<file path="src/rtl/usb4_rx_pkg.sv">
// Shared definitions for the USB4 multi-lane ordered-set receiver.
//   - ordered-set codes carried on d_sel / os_in
//   - Gen3 64-bit training-set bases (lane-number field [55:48] left zero)
//   - Gen4 32-bit training-set constants
//   - lane FSM state type
//   - exp_pattern(): expected value plus compare mask for a d_sel code and lane
package usb4_rx_pkg;

  localparam logic [3:0] OS_NONE   = 4'd0;
  localparam logic [3:0] OS_RSVD1  = 4'd1;
  localparam logic [3:0] OS_G3_TS1 = 4'd2;
  localparam logic [3:0] OS_G3_TS2 = 4'd3;
  localparam logic [3:0] OS_RSVD4  = 4'd4;
  localparam logic [3:0] OS_G4_TS2 = 4'd5;
  localparam logic [3:0] OS_G4_TS3 = 4'd6;
  localparam logic [3:0] OS_G4_TS4 = 4'd7;
  localparam logic [3:0] OS_DATA   = 4'd8;
  localparam logic [3:0] OS_IDLE   = 4'd9;

  localparam logic [63:0] GEN3_TS1 = 64'h0F00_F0F0_1E2D_3C4B;
  localparam logic [63:0] GEN3_TS2 = 64'hF000_0F0F_E1D2_C3B4;

  localparam logic [31:0] GEN4_TS2 = 32'h5A5A_0F2D;
  localparam logic [31:0] GEN4_TS3 = 32'h5A5A_1E3C;
  localparam logic [31:0] GEN4_TS4 = 32'h5A5A_2D4B;

  typedef enum logic [1:0] {
    LANE_OFF,
    LANE_HUNT,
    LANE_COUNT,
    LANE_LOCKED
  } lane_state_t;

  typedef struct packed {
    logic        valid;
    logic [63:0] value;
    logic [63:0] mask;
  } os_pattern_t;

  // Gen3 sets are compared in full with the lane index in [55:48];
  // Gen4 sets only carry a meaningful low 32-bit word.
  function automatic os_pattern_t exp_pattern(input logic [3:0] sel,
                                               input logic [7:0] lane_idx);
    os_pattern_t p;
    p.valid = 1'b0;
    p.value = '0;
    p.mask  = '0;
    case (sel)
      OS_G3_TS1: begin
        p.valid          = 1'b1;
        p.value          = GEN3_TS1;
        p.value[55:48]   = lane_idx;
        p.mask           = '1;
      end
      OS_G3_TS2: begin
        p.valid          = 1'b1;
        p.value          = GEN3_TS2;
        p.value[55:48]   = lane_idx;
        p.mask           = '1;
      end
      OS_G4_TS2: begin
        p.valid = 1'b1;
        p.value = {32'h0, GEN4_TS2};
        p.mask  = {32'h0, 32'hFFFF_FFFF};
      end
      OS_G4_TS3: begin
        p.valid = 1'b1;
        p.value = {32'h0, GEN4_TS3};
        p.mask  = {32'h0, 32'hFFFF_FFFF};
      end
      OS_G4_TS4: begin
        p.valid = 1'b1;
        p.value = {32'h0, GEN4_TS4};
        p.mask  = {32'h0, 32'hFFFF_FFFF};
      end
      default: ;
    endcase
    return p;
  endfunction

endpackage

</file>
<file path="src/rtl/lane_os_tracker.sv">
// One receive lane: 8-byte framing, registered pattern compare, lock FSM,
// hunt timeout and (with OS_ERR_COUNT_EN defined) a saturating error counter.
// Ports:
//   clk, rst (async, active-low)
//   lane_rx_on  receive enable, low forces OFF
//   d_sel       expected ordered-set code
//   lane_byte   received byte for this lane
//   os_code     d_sel while LOCKED, OS_IDLE otherwise
//   os_valid    one-cycle pulse on LOCKED entry
//   os_locked   lane is LOCKED
//   os_timeout  sticky hunt timeout
//   err_cnt     (OS_ERR_COUNT_EN only) mismatching sets seen in COUNT/LOCKED
module lane_os_tracker
  import usb4_rx_pkg::*;
#(
  parameter int unsigned LANE_IDX       = 0,
  parameter int unsigned MATCH_COUNT    = 2,
  parameter int unsigned TIMEOUT_CYCLES = 4096
) (
  input  logic       clk,
  input  logic       rst,
  input  logic       lane_rx_on,
  input  logic [3:0] d_sel,
  input  logic [7:0] lane_byte,
  output logic [3:0] os_code,
  output logic       os_valid,
  output logic       os_locked,
  output logic       os_timeout
`ifdef OS_ERR_COUNT_EN
  ,
  output logic [7:0] err_cnt
`endif
);

  localparam int unsigned TW   = (TIMEOUT_CYCLES > 1) ? $clog2(TIMEOUT_CYCLES + 1) : 1;
  localparam logic [TW-1:0] TMAX = TW'(TIMEOUT_CYCLES);
  localparam logic [TW-1:0] TONE = TW'(1);
  localparam bit TO_EN = (TIMEOUT_CYCLES != 0);
  localparam logic [3:0] MC = 4'(MATCH_COUNT);

  lane_state_t state, state_next;
  logic [2:0]    byte_cnt;
  logic [63:0]   sr, sr_next;
  logic          cmp_done, cmp_match;
  os_pattern_t   pat;
  logic [3:0]    d_sel_q;
  logic          d_sel_chg;
  logic          framing;
  logic          hunting;
  logic [3:0]    match_cnt, match_cnt_next;
  logic [TW-1:0] timer, timer_next;
  logic          timeout_next;
  logic [3:0]    code_next;
  logic          valid_next, locked_next;

  assign framing   = lane_rx_on && (state != LANE_OFF);
  assign d_sel_chg = (d_sel != d_sel_q);
  assign sr_next   = {sr[55:0], lane_byte};
  assign pat       = exp_pattern(d_sel, 8'(LANE_IDX));

  // Framing stays parked at zero in OFF, so the OFF->HUNT edge restarts it.
  always_ff @(posedge clk or negedge rst) begin
    if (!rst) begin
      byte_cnt  <= '0;
      sr        <= '0;
      cmp_done  <= 1'b0;
      cmp_match <= 1'b0;
    end else if (!framing) begin
      byte_cnt  <= '0;
      sr        <= '0;
      cmp_done  <= 1'b0;
      cmp_match <= 1'b0;
    end else begin
      byte_cnt  <= byte_cnt + 3'd1;
      sr        <= sr_next;
      cmp_done  <= (byte_cnt == 3'd7);
      cmp_match <= pat.valid && (((sr_next ^ pat.value) & pat.mask) == '0);
    end
  end

  always_ff @(posedge clk or negedge rst) begin
    if (!rst) d_sel_q <= '0;
    else      d_sel_q <= d_sel;
  end

  // State register (outputs are registered copies of the output comb).
  always_ff @(posedge clk or negedge rst) begin
    if (!rst) begin
      state      <= LANE_OFF;
      match_cnt  <= '0;
      timer      <= '0;
      os_timeout <= 1'b0;
      os_code    <= OS_IDLE;
      os_valid   <= 1'b0;
      os_locked  <= 1'b0;
    end else begin
      state      <= state_next;
      match_cnt  <= match_cnt_next;
      timer      <= timer_next;
      os_timeout <= timeout_next;
      os_code    <= code_next;
      os_valid   <= valid_next;
      os_locked  <= locked_next;
    end
  end

  // Next state. A pending compare result is dropped when d_sel changed,
  // since it was evaluated against the previous code.
  always_comb begin
    state_next     = state;
    match_cnt_next = match_cnt;
    if (!lane_rx_on) begin
      state_next     = LANE_OFF;
      match_cnt_next = '0;
    end else if (state == LANE_OFF) begin
      state_next     = LANE_HUNT;
      match_cnt_next = '0;
    end else if (d_sel_chg) begin
      state_next     = LANE_HUNT;
      match_cnt_next = '0;
    end else if (cmp_done) begin
      case (state)
        LANE_HUNT: begin
          if (cmp_match) begin
            match_cnt_next = 4'd1;
            state_next     = (MC <= 4'd1) ? LANE_LOCKED : LANE_COUNT;
          end
        end
        LANE_COUNT: begin
          if (cmp_match) begin
            match_cnt_next = match_cnt + 4'd1;
            if (match_cnt_next >= MC) state_next = LANE_LOCKED;
          end else begin
            match_cnt_next = '0;
            state_next     = LANE_HUNT;
          end
        end
        LANE_LOCKED: begin
          if (!cmp_match) begin
            match_cnt_next = '0;
            state_next     = LANE_HUNT;
          end
        end
        default: ;
      endcase
    end
  end

  // Outputs, timer and timeout flag.
  always_comb begin
    hunting      = (state == LANE_HUNT) || (state == LANE_COUNT);
    timer_next   = '0;
    timeout_next = os_timeout;
    if (lane_rx_on && hunting && !d_sel_chg && (state_next != LANE_LOCKED)) begin
      timer_next = timer;
      if (TO_EN && (timer != TMAX)) timer_next = timer + TONE;
    end
    if (d_sel_chg) begin
      timeout_next = 1'b0;
    end else if (TO_EN && lane_rx_on && hunting && (timer_next == TMAX)) begin
      timeout_next = 1'b1;
    end
    locked_next = (state_next == LANE_LOCKED);
    valid_next  = locked_next && (state != LANE_LOCKED);
    code_next   = locked_next ? d_sel : OS_IDLE;
  end

`ifdef OS_ERR_COUNT_EN
  always_ff @(posedge clk or negedge rst) begin
    if (!rst) begin
      err_cnt <= '0;
    end else if (!lane_rx_on || (state == LANE_OFF) || d_sel_chg) begin
      err_cnt <= '0;
    end else if (cmp_done && !cmp_match &&
                 ((state == LANE_COUNT) || (state == LANE_LOCKED)) &&
                 (err_cnt != 8'hFF)) begin
      err_cnt <= err_cnt + 8'd1;
    end
  end
`endif

endmodule

</file>
<file path="src/rtl/lane_os_receiver.sv">
// USB4 logical-layer multi-lane receive front end.
// One lane_os_tracker per lane reports training ordered sets; this level
// also carries the data-mode path to the transport layer.
// Optional build macro: OS_ERR_COUNT_EN adds os_err_cnt (8 bits per lane).
// Ports:
//   clk, rst (async, active-low)
//   lane_rx_on       receive enable
//   d_sel            expected set code (8 = data mode)
//   data_os          data byte qualifier
//   lane_rx          lane i byte at [8i+7:8i]
//   os_in            per-lane reported code or 4'h9 idle
//   os_valid         per-lane lock pulse
//   os_locked        per-lane locked level
//   os_timeout       per-lane sticky timeout
//   transport_data   registered lane bytes, lane 0 in LSBs
//   transport_valid  transport_data qualifier
module lane_os_receiver
  import usb4_rx_pkg::*;
#(
  parameter int unsigned NUM_LANES      = 2,
  parameter int unsigned MATCH_COUNT    = 2,
  parameter int unsigned TIMEOUT_CYCLES = 4096
) (
  input  logic                   clk,
  input  logic                   rst,
  input  logic                   lane_rx_on,
  input  logic [3:0]             d_sel,
  input  logic                   data_os,
  input  logic [NUM_LANES*8-1:0] lane_rx,
  output logic [NUM_LANES*4-1:0] os_in,
  output logic [NUM_LANES-1:0]   os_valid,
  output logic [NUM_LANES-1:0]   os_locked,
  output logic [NUM_LANES-1:0]   os_timeout,
  output logic [NUM_LANES*8-1:0] transport_data,
  output logic                   transport_valid
`ifdef OS_ERR_COUNT_EN
  ,
  output logic [NUM_LANES*8-1:0] os_err_cnt
`endif
);

  for (genvar i = 0; i < NUM_LANES; i++) begin : g_lane
    lane_os_tracker #(
      .LANE_IDX      (i),
      .MATCH_COUNT   (MATCH_COUNT),
      .TIMEOUT_CYCLES(TIMEOUT_CYCLES)
    ) u_lane (
      .clk       (clk),
      .rst       (rst),
      .lane_rx_on(lane_rx_on),
      .d_sel     (d_sel),
      .lane_byte (lane_rx[8*i +: 8]),
      .os_code   (os_in[4*i +: 4]),
      .os_valid  (os_valid[i]),
      .os_locked (os_locked[i]),
      .os_timeout(os_timeout[i])
`ifdef OS_ERR_COUNT_EN
      ,
      .err_cnt   (os_err_cnt[8*i +: 8])
`endif
    );
  end

  always_ff @(posedge clk or negedge rst) begin
    if (!rst) begin
      transport_data  <= '0;
      transport_valid <= 1'b0;
    end else if (lane_rx_on && (d_sel == OS_DATA)) begin
      transport_data  <= lane_rx;
      transport_valid <= data_os;
    end else begin
      transport_data  <= '0;
      transport_valid <= 1'b0;
    end
  end

endmodule

</file>
<file path="config.mk">
export PLATFORM = sky130hd
export DESIGN_NAME = lane_os_receiver
export DESIGN_NICKNAME = d
export VERILOG_FILES = /design/src/rtl/usb4_rx_pkg.sv /design/src/rtl/lane_os_tracker.sv /design/src/rtl/lane_os_receiver.sv
export SDC_FILE = /design/constraint.sdc
export NUM_CORES = 1
export LEC_CHECK = 0
export CAP_MARGIN = 20
export CORE_UTILIZATION = 50
export CTS_BUF_LIST = sky130_fd_sc_hd__clkbuf_16
export DETAILED_ROUTE_END_ITERATION = 6
export HOLD_SLACK_MARGIN = 0.1
export PLACE_DENSITY = 0.72
export REMOVE_ABC_BUFFERS = 1
export SYNTH_ARGS = -nofsm -noshare
export SYNTH_HDL_FRONTEND = slang
export SYNTH_SLANG_ARGS = --single-unit
</file>
<file path="constraint.sdc">
create_clock -name clk -period 2.25 [get_ports clk]
set_clock_uncertainty 0.2 [all_clocks]
set_input_delay 0.225 -clock clk [delete_from_list [all_inputs] [get_ports clk]]
set_output_delay 0.225 -clock clk [all_outputs]
set_load 0.01 [all_outputs]
</file>
==> results.json, run 1 <==
{
  "status": "complete, but fails checks",
  "violations": "negative setup slack",
  "rsz0062_at_grt": "yes",
  "finalInstanceArea_mm2": 0.0112,
  "drv_slew": 0,
  "placed_cell_area_mm2": 0.0102,
  "io_buffers": 54,
  "cellLeakagePower_uw": 0.00529,
  "fillerInstances": 1326,
  "ys_warn_count": 0,
  "pwr-share-clk_pct": 42.3,
  "numCtsBuffers": 17,
  "finalHoldViolations": 0,
  "wl_um": 19400,
  "syn-mean-instance-area_um2": 10.9,
  "finalSetupViolCount": 12,
  "hold_depth": 2,
  "slew_headroom_pct": 69.9,
  "htreeDepth": 4,
  "wire_per_inst_um": 16.4,
  "num_vias": 6571,
  "worstPathArrival_ps": 2470,
  "die_y_um": 135,
  "clk_latency_ps": 440,
  "rrSetupSlack_ps": -70,
  "fp-row-count": 48,
  "die_x_um": 135,
  "power.net_switching_uw": 1560,
  "synthArstFlopShare_pct": 100,
  "synth_largest_area_cell": "dfrtp_1",
  "gr-total-overflow": 0,
  "seq_power_share_pct": 50.6,
  "yosysMostFrequentCell": "dfrtp_1",
  "grt_max_degree": 60,
  "crit_type": "register to register",
  "dp_slack_ps": -444,
  "final_nets": 994,
  "cts_root_buf": "clkbuf_16",
  "synthFlopType": "dfrtp_1",
  "clk_pin_slew_ps": 70,
  "drt-initial-drc-count": 418,
  "period_share_pct": 103,
  "firstDrtPassIters": 4,
  "ys_seq_elements": 195,
  "cp.required_ps": 2410,
  "ff2ff_path_depth": 8,
  "synth_commonest_cells": "dfrtp_1, and2_1, and3_1, nor2_1, nand2_1",
  "remaining_drc_errors": 0,
  "grt_pass1_wl_um": 32800,
  "critPathCaptureType": "register",
  "power_per_cell_area_mw_per_mm2": 629,
  "synth_area_leaders": "dfrtp_1, and2_1, and3_1",
  "hold_start": "data_os",
  "yosysUniqueCellTypes": 69,
  "fin_cells": 1186,
  "power.total_uw": 7040,
  "fmax_mhz": 431,
  "cap_violations": 0,
  "hold_path_class": "primary input to register",
  "via_per_inst": 5.54,
  "min_period_ps": 2320,
  "syn_to_final_growth_pct": 27.1,
  "die_area_mm2": 0.0181,
  "clockBufferDepth": 2,
  "antenna_found_initial": 0,
  "timing.hold.ws_ps": 136,
  "drtAntennaViolNets": 0,
  "yosysSeqAreaShare_pct": 55.5,
  "cts.sinks": 195,
  "grt.total_usage_pct": 23.2,
  "dp_cells": 1139,
  "start_util_pct": 51.1,
  "timing.rr.end": "g_lane[0].u_lane.timer[6]$_DFF_PN0_",
  "gp_congestion": 0.870,
  "cts_tree": "done",
  "p_comb_share_pct": 7.1,
  "hpwl_um": 13200,
  "vdd_ir_drop_max_v": 0.000560,
  "netlist_area_mm2": 0.00881,
  "n_antenna_cell": 0,
  "cp-start-kind": "register",
  "synth_edf_count": 0,
  "worst_slew_pin_slew_ps": 447,
  "rr_startpoint": "g_lane[0].u_lane.match_cnt[0]$_DFFE_PN0P_",
  "syn-instance-count": 809,
  "fin_ws_ps": -68.9,
  "min_to": "transport_valid$_DFF_PN0_",
  "grt_pass1_vias": 6570,
  "io_pins": 55,
  "core_area_mm2": 0.0172,
  "crit_path_max_fanout": 9,
  "switching_share_pct": 22.2,
  "drive_gt1_share_pct": 20.7,
  "synth_top_area_share_pct": 54.3,
  "p_int_uw": 5480
}
[worst max path at each step]
stage,from,to,slack [ps]
floorplan,g_lane[0].u_lane.state[0]$_DFF_PN0_,g_lane[0].u_lane.cmp_match$_DFF_PN0_,-590
global placement,d_sel[3],g_lane[1].u_lane.cmp_match$_DFF_PN0_,-430
detailed placement,d_sel[0],g_lane[1].u_lane.os_timeout$_DFFE_PN0P_,-440
CTS,g_lane[0].u_lane.state[0]$_DFF_PN0_,g_lane[0].u_lane.os_code[0]$_DFF_PN1_,5
global route,g_lane[0].u_lane.match_cnt[0]$_DFFE_PN0P_,g_lane[0].u_lane.os_timeout$_DFFE_PN0P_,-160
finish,g_lane[0].u_lane.match_cnt[0]$_DFFE_PN0P_,g_lane[0].u_lane.timer[6]$_DFF_PN0_,-70
[registers in the layout, summed over array words and instances (netlist names)]
register                  count
g_lane.u_lane.state           4
g_lane.u_lane.os_timeout      2
g_lane.u_lane.os_valid        2
g_lane.u_lane.os_code         8
g_lane.u_lane.cmp_done        2
g_lane.u_lane.d_sel_q         4
transport_data               16
g_lane.u_lane.cmp_match       2
transport_valid               1
g_lane.u_lane.byte_cnt        6
g_lane.u_lane.os_locked       2
g_lane.u_lane.sr            112
g_lane.u_lane.match_cnt       8
g_lane.u_lane.timer          26
[power groups by stage]
stage	logic (uW)	clock network (uW)	registers, uW
after floorplan	144	0	3620
after global placement	459	0	3620
after detailed placement	467	0	3630
after CTS	487	3040	3560
after global routing	555	3190	3560
final	502	2980	3560
[repair_timing]
item	CTS	global route
buffers inserted	6	6
hold buffers	3	0
setup endpoints to repair	26	47
endpoints found under the hold margin	192	0
cloned	1	0
pin swaps	10	8
gates resized for setup	16	41
[placed cells by master (no fill, tap or decap), drive strengths merged, types with 24 or more instances in the layout]
| cell | count |
|---|---|
| nor3 | 24 |
| nor4 | 25 |
| nand2 | 33 |
| buf | 110 |
| nor2 | 61 |
| and2 | 81 |
| and3 | 65 |
| dfrtp | 191 |
| inv | 27 |
| xnor2 | 25 |
| nand4 | 29 |
| clkdlybuf4s50 | 53 |
[per-stage QoR]
step	setup TNS, ps	util (%)
finish	-555	64.9
global route	-2130	64.9
CTS	0	63.6
detailed placement	-14630	59.3
global placement	-10040	59.3
floorplan	-21730	-
[metal layers]
layer | global-route usage (%) | wire length (um) | part of all wire [%] | up-vias
li1 | - | - | - | 3140
met1 | 31.3 | 8700 | 45 | 3255
met2 | 37.3 | 9520 | 49 | 144
met3 | 4.58 | 791 | 4.1 | 32
met4 | 8.74 | 427 | 2.2 | 0
met5 | 0 | 0 | 0 | -
[critical path, stage by stage, from the launching register on]
cell	delay (ps)
dfrtp_2	460
ha_4	190
xor2_2	150
a211oi_4	290
a311oi_2	160
a2111oi_4	300
o21bai_2	160
buf_4	200
nor2_1	110
[cell type report]
class | count | area [um^2] | share of cell area (%)
Clock inverter | 15 | 155 | 1.39
Clock buffer | 17 | 425 | 3.80
Sequential cell | 195 | 4890 | 43.7
Inverter | 22 | 82.6 | 0.738
Multi-Input combinational cell | 545 | 3850 | 34.4
Tap cell | 225 | 282 | 2.52
Timing Repair Buffer | 167 | 1510 | 13.5
[logic make-up (layout without fill, tap and decap cells)]
group / after synthesis / after routing / synth area share, %
multiplexers: 7 / 7 / 0.810
flip-flops: 195 / 195 / 55.5
AND/OR/NAND/NOR: 387 / 388 / 25.5
buffers and inverters: 70 / 221 / 3.68
AO/OA/AOI/OAI: 86 / 86 / 7.19
adder cells (fa/ha/maj): 22 / 22 / 3.13
XOR/XNOR: 42 / 42 / 4.26
Power figures use the tool's default switching activity.
==> run 2: changes to the inputs <==
--- a/config.mk
+++ b/config.mk
@@ -12,6 +12,7 @@
 export HOLD_SLACK_MARGIN = 0.1
 export PLACE_DENSITY = 0.72
 export REMOVE_ABC_BUFFERS = 1
+export SLEW_MARGIN = 25
 export SYNTH_ARGS = -nofsm -noshare
 export SYNTH_HDL_FRONTEND = slang
 export SYNTH_SLANG_ARGS = --single-unit
==> results of run 2 <==
No change in the layout: final DEF, timing and power equal those of run 1.
